<file path="config.mk">
export PLATFORM = sky130hd
export DESIGN_NAME = mem_arbiter
export DESIGN_NICKNAME = d
export VERILOG_FILES = /design/src/rtl/cpu_types_pkg.sv /design/src/rtl/mem_arbiter_rr_pick.sv /design/src/rtl/mem_arbiter.sv
export SDC_FILE = /design/constraint.sdc
export NUM_CORES = 1
export LEC_CHECK = 0
export CAP_MARGIN = 5
export CORE_AREA = 8 8 160 162
export DETAILED_ROUTE_END_ITERATION = 8
export DIE_AREA = 0 0 168 170
export PLACE_DENSITY = 0.57
export SYNTH_ARGS = -nofsm -noshare
export SYNTH_HDL_FRONTEND = slang
export SYNTH_SLANG_ARGS = --single-unit
</file>
<file path="constraint.sdc">
create_clock -name CLK -period 4.1 [get_ports CLK]
set_clock_uncertainty 0.2 [all_clocks]
set_input_delay 0.82 -clock CLK [delete_from_list [all_inputs] [get_ports CLK]]
set_output_delay 0.82 -clock CLK [all_outputs]
set_load 0.01 [all_outputs]
</file>
<file path="src/rtl/cpu_types_pkg.sv">
// Shared CPU/memory types: RAM handshake states, word type and arbiter encodings.
package cpu_types_pkg;

   typedef logic [31:0] word_t;

   typedef enum logic [1:0] {
      FREE   = 2'd0,
      BUSY   = 2'd1,
      ACCESS = 2'd2,
      ERROR  = 2'd3
   } ramstate_t;

   typedef enum logic [1:0] {
      ARB_IDLE    = 2'd0,
      ARB_GRANT_D = 2'd1,
      ARB_GRANT_I = 2'd2
   } arbstate_t;

   // Core-index width; a single-core build still needs a 1-bit index.
   function automatic int arb_cpuid_w(input int cpus);
      return (cpus > 1) ? $clog2(cpus) : 1;
   endfunction

endpackage

</file>
<file path="src/rtl/mem_arbiter_rr_pick.sv">
// Combinational round-robin picker: first set request at or after ptr_i, wrapping.
module rr_pick
   import cpu_types_pkg::*;
#(
   parameter int N = 2,
   parameter int W = 1
) (
   input  logic [N-1:0] req_i,
   input  logic [W-1:0] ptr_i,
   output logic         valid_o,
   output logic [W-1:0] idx_o
);

   logic [N-1:0] hit;
   logic [W-1:0] cand [N];

   for (genvar gi = 0; gi < N; gi++) begin : g_cand
      assign cand[gi] = W'((int'(ptr_i) + gi) % N);
      assign hit[gi]  = req_i[cand[gi]];
   end

   // Scan from the far end so the candidate nearest the pointer wins.
   always_comb begin
      valid_o = |hit;
      idx_o   = '0;
      for (int k = N - 1; k >= 0; k--) begin
         if (hit[k]) idx_o = cand[k];
      end
   end

endmodule

</file>
<file path="src/rtl/mem_arbiter.sv">
// Shares the single RAM port among all icache/dcache requesters; D before I,
// round-robin across cores, grant held for a whole block with a fairness cap.
module mem_arbiter
   import cpu_types_pkg::*;
#(
   parameter int CPUS       = 2,
   parameter int HOLD_LIMIT = 2
) (
   input  logic                   CLK,
   input  logic                   nRST,
   input  logic       [CPUS-1:0]  iREN,
   input  word_t      [CPUS-1:0]  iaddr,
   output logic       [CPUS-1:0]  iwait,
   output word_t      [CPUS-1:0]  iload,
   input  logic       [CPUS-1:0]  dREN,
   input  logic       [CPUS-1:0]  dWEN,
   input  word_t      [CPUS-1:0]  daddr,
   input  word_t      [CPUS-1:0]  dstore,
   output logic       [CPUS-1:0]  dwait,
   output word_t      [CPUS-1:0]  dload,
   output logic                   ramREN,
   output logic                   ramWEN,
   output word_t                  ramaddr,
   output word_t                  ramstore,
   input  word_t                  ramload,
   input  ramstate_t              ramstate
);

   localparam int ARB_CPUID_W = arb_cpuid_w(CPUS);
   localparam int HOLD_W      = $clog2(HOLD_LIMIT + 1);

   arbstate_t              state_q, state_d;
   logic [ARB_CPUID_W-1:0] owner_q, owner_d;
   logic [ARB_CPUID_W-1:0] rr_q, rr_d;
   logic [HOLD_W-1:0]      hold_q, hold_d;

   logic [CPUS-1:0]        d_req, owner_oh;
   logic                   d_valid, i_valid;
   logic [ARB_CPUID_W-1:0] d_idx, i_idx, rr_next;
   logic                   access, owner_req, other_req, release_grant;
   logic [HOLD_W-1:0]      hold_next;

   assign d_req    = dREN | dWEN;
   assign access   = (ramstate == ACCESS);
   assign owner_oh = CPUS'(1) << owner_q;
   assign rr_next  = (owner_q == ARB_CPUID_W'(CPUS - 1)) ? '0 : owner_q + 1'b1;

   rr_pick #(.N(CPUS), .W(ARB_CPUID_W)) u_pick_d (
      .req_i   (d_req),
      .ptr_i   (rr_q),
      .valid_o (d_valid),
      .idx_o   (d_idx)
   );

   rr_pick #(.N(CPUS), .W(ARB_CPUID_W)) u_pick_i (
      .req_i   (iREN),
      .ptr_i   (rr_q),
      .valid_o (i_valid),
      .idx_o   (i_idx)
   );

   for (genvar gi = 0; gi < CPUS; gi++) begin : g_load
      assign iload[gi] = ramload;
      assign dload[gi] = ramload;
   end

   // The owner's own icache counts as a competitor while it holds a D grant, and vice versa.
   always_comb begin
      owner_req = 1'b0;
      other_req = 1'b0;
      case (state_q)
         ARB_GRANT_D: begin
            owner_req = |(d_req & owner_oh);
            other_req = (|(d_req & ~owner_oh)) | (|iREN);
         end
         ARB_GRANT_I: begin
            owner_req = |(iREN & owner_oh);
            other_req = (|(iREN & ~owner_oh)) | (|d_req);
         end
         default: ;
      endcase
   end

   assign hold_next = (access && hold_q != HOLD_W'(HOLD_LIMIT)) ? hold_q + 1'b1 : hold_q;
   assign release_grant = ~owner_req
                        | (access & other_req & (hold_next == HOLD_W'(HOLD_LIMIT)));

   always_comb begin
      state_d = state_q;
      owner_d = owner_q;
      rr_d    = rr_q;
      hold_d  = hold_q;
      case (state_q)
         ARB_IDLE: begin
            if (d_valid) begin
               state_d = ARB_GRANT_D;
               owner_d = d_idx;
            end else if (i_valid) begin
               state_d = ARB_GRANT_I;
               owner_d = i_idx;
            end
         end
         default: begin
            if (release_grant) begin
               state_d = ARB_IDLE;
               rr_d    = rr_next;
               hold_d  = '0;
            end else begin
               hold_d  = hold_next;
            end
         end
      endcase
   end

   // Address, data and waits pass straight through from the owner each cycle.
   always_comb begin
      ramREN   = 1'b0;
      ramWEN   = 1'b0;
      ramaddr  = '0;
      ramstore = '0;
      iwait    = '1;
      dwait    = '1;
      case (state_q)
         ARB_GRANT_D: begin
            ramaddr        = daddr[owner_q];
            ramWEN         = dWEN[owner_q];
            ramREN         = dREN[owner_q] & ~dWEN[owner_q];
            ramstore       = dstore[owner_q];
            dwait[owner_q] = ~access;
         end
         ARB_GRANT_I: begin
            ramaddr        = iaddr[owner_q];
            ramREN         = iREN[owner_q];
            iwait[owner_q] = ~access;
         end
         default: ;
      endcase
   end

   always_ff @(posedge CLK or negedge nRST) begin
      if (!nRST) begin
         state_q <= ARB_IDLE;
         owner_q <= '0;
         rr_q    <= '0;
         hold_q  <= '0;
      end else begin
         state_q <= state_d;
         owner_q <= owner_d;
         rr_q    <= rr_d;
         hold_q  <= hold_d;
      end
   end

endmodule

</file>
==> results by group <==
Outcome
  – Status: complete, no violations

Synth
  – Ys flop type: dfrtp_1
  – Post-synth cell types: 40
  – Syn_area_per_cell: 7.363 um^2
  – Async S/R FF share, synth: 100.0%
  – Mapped Area: 0.003313 mm^2
  – Mapped Nets: 688
  – Post-synth EDFFs: 0
  – Synth Register Bits: 6
  – Sequential fraction of the synthesis area: 4.532%
  – Gate Count Post-Synth: 450
  – Synth Warn #: 0

Drt
  – Initial detailed-routing violation count: 129
  – Post-DRT Antenna Nets: 0
  – Routed vias: 3473
  – Pre-antenna DRT Iters: 4
  – Via-to-Cell Ratio: 3.992
  – DRC: 0
  – Wirelength per Cell: 19.60 um
  – Wirelength, routed: 17050 um

Global routing
  – GR Util All Layers: 10.94%
  – Pin count of the biggest net entering global routing: 37
  – Antenna violations before repair: 1
  – First-pass GRT wire length: 24160 um
  – Overflow after GRT: 0
  – Vias in the first global route: 3698

Die
  – Die W: 168 um
  – Starting density of the core: 14.37%
  – Core ar.: 0.02305 mm^2
  – Ports: 432
  – Die area: 0.02856 mm^2
  – Die Ht: 170 um
  – # rows: 56

STA
  – Fmax: 281.2 MHz
  – Post-layout min period: 3.556 ns
  – Hold slack: 0.3276 ns
  – Unrepaired setup endpoints after global routing: no
  – Setup TNS: 0 ns
  – Rel. slew slack: 59.84%
  – Final period util: 86.74%
  – Final hold violation count: 0
  – Final Setup Violations: 0
  – Tightest Pin Transition: 0.5962 ns
  – Final Slew Violations: 0

Power and ir drop
  – Leak pwr: 0.002068 uW
  – Comb pwr share: 86.1%
  – Pwr dens: 440.6 mW/mm^2
  – Internal power: 1335 uW
  – Maximum VDD drop: 201.5 uV
  – Net Sw Power: 1065 uW
  – Sw Ratio: 44.38%
  – Clk network pwr share: 6.8%
  – Flop pwr share: 7.1%

Flow run
  – MaxCap Viol Count: 0

Placement
  – Post-Place Cells: 866
  – # port buffers: 271
  – HPWL after DPL: 14670 um
  – Placer Congestion: 0.7902

Clocking
  – Worst-Skew Late Latency: 0.23 ns
  – Setup Buffers After CTS: 0
  – CTS tree: built
  – CTS H-tree lvls: 1
  – Maximum buffer depth of the clock tree: 2
  – Inserted Clock Buffers: 3
  – Clock Sinks: 6
  – Hold-fix buffers, CTS: 0
  – CTS resizes: 0
  – CTS root buffer: clkbuf_16
  – Clk slew on worst S/H paths: 0.04 ns

Hold path
  – Hold depth: 2
  – HP Class: reg2reg
  – Hold Startpoint: rr_q
  – Hold Path End: rr_q

Cells and area
  – Syn-to-layout area delta: 64.46%
  – Fillers: 2586
  – Fraction of layout cells with a size suffix above 1: 9.828%
  – Ant. Diodes: 0
  – Fin cells: 870
  – # nets final: 819

Setup path
  – Critical Path RT: 3.08 ns
  – Reg2reg setup slack: 1.39 ns
  – Worst r2r dst: rr_q
  – R2R Path Start: state_q[1]
  – Setup crit end kind: output pin
  – Peak fanout along the critical path: 33
  – Worst R2R Path Depth: 8
  – Critical path origin: owner_q
  – Worst EP arrival: 2.54 ns
  – Startpoint Class: flip-flop
  – CP Class: reg2out
## area by class of cell
type	count	area, um^2	area share [%]
Clock buffer	4	78.83	1.447
Sequential cell	6	153.9	2.824
Tap cell	290	362.8	6.659
Timing Repair Buffer	281	2813	51.62
Inverter	8	30.03	0.5511
Multi-Input combinational cell	281	2011	36.90
## metrics by stage
stage / setup slack [ns] / utilization [%] / area [um^2] / total power (uW)
global route: 0.3979 / 23.64 / 5449 / 2596
floorplan: 1.477 / - / 3313 / 1381
finish: 0.5438 / 23.64 / 5449 / 2401
global placement: 0.6220 / 23.30 / 5370 / 2288
detailed placement: 0.6132 / 23.30 / 5370 / 2303
CTS: 0.4870 / 23.64 / 5449 / 2469
## how the worst max path moves through the flow
stage	endpoint	slack (ns)
3_5_place_dp	dwait[0]	0.61
3_3_place_gp	ramaddr[29]	0.62
2_1_floorplan	ramstore[10]	1.48
6_report	ramaddr[22]	0.54
5_1_grt	ramaddr[23]	0.40
4_1_cts	ramaddr[29]	0.49
## cells in the final DEF (no fill, tap or decap), types with 2 or more instances in the layout
master | synthesis | layout
clkdlybuf4s50_1 | 0 | 271
buf_4 | 130 | 8
nor3_1 | 2 | 2
nand2_1 | 37 | 37
buf_12 | 0 | 2
mux2i_1 | 67 | 67
nor2_1 | 37 | 37
nand3_1 | 2 | 2
a211oi_1 | 2 | 2
and2_1 | 33 | 33
or2_2 | 2 | 2
clkbuf_16 | 0 | 3
mux2_2 | 33 | 33
inv_1 | 8 | 7
o21ai_0 | 38 | 38
dfrtp_1 | 6 | 5
a21oi_1 | 4 | 4
ha_1 | 4 | 4
a21o_1 | 3 | 3
## critical path: stages (launching register included)
cell and delay [ns]:
dfrtp_4 0.80, buf_4 0.32, mux2_2 0.35, nand2_1 0.06, o21ai_0 0.08, and2_1 0.19
clkdlybuf4s50_1 0.50
## power groups by stage
| stage | Combinational [uW] | Clock (uW) | Sequential [uW] |
|---|---|---|---|
| after floorplan | 1290 | 0 | 90.6 |
| after global placement | 2110 | 0 | 176 |
| after detailed placement | 2130 | 0 | 177 |
| after CTS | 2130 | 165 | 177 |
| after global routing | 2240 | 170 | 182 |
| final | 2070 | 162 | 171 |
## flip-flops by register name (all words and copies together) (netlist names)
signal	flops
state_q	2
owner_q	1
hold_q	2
rr_q	1
## synthesized netlist by cell type (2+ instances only)
master	instances	area share, %
inv_1	8	0.91
dfrtp_1	6	4.5
a21o_1	3	0.68
buf_4	130	29
clkbuf_1	10	1.1
a21oi_1	4	0.60
clkbuf_8	2	0.83
buf_2	7	1.1
ha_1	4	1.5
o21ai_0	38	5.7
nor2_1	37	4.2
nand3_1	2	0.30
nor3_1	2	0.30
mux2i_1	67	20
or2_2	2	0.38
buf_1	3	0.34
mux2_2	33	11
and2_1	33	6.2
a211oi_1	2	0.45
nand2_1	37	4.2
## logic make-up (layout without fill, tap and decap cells)
group / count (synthesis) / count (layout) / synth area share [%]
buffers and inverters: 163 / 293 / 34.78
flip-flops: 6 / 6 / 4.532
AND/OR/NAND/NOR: 123 / 123 / 17.94
adder cells (fa/ha/maj): 4 / 4 / 1.511
AO/OA/AOI/OAI: 54 / 54 / 9.781
multiplexers: 100 / 100 / 31.46
## metal layers
layer	wire (um)	part of all wire [%]	track usage (%)
met5	13	0.076	0
met4	238	1.4	1.941
met3	2173	13	5.213
met2	8353	49	19.84
met1	6269	37	11.47
Note: power is estimated with default switching activity, not from simulation.
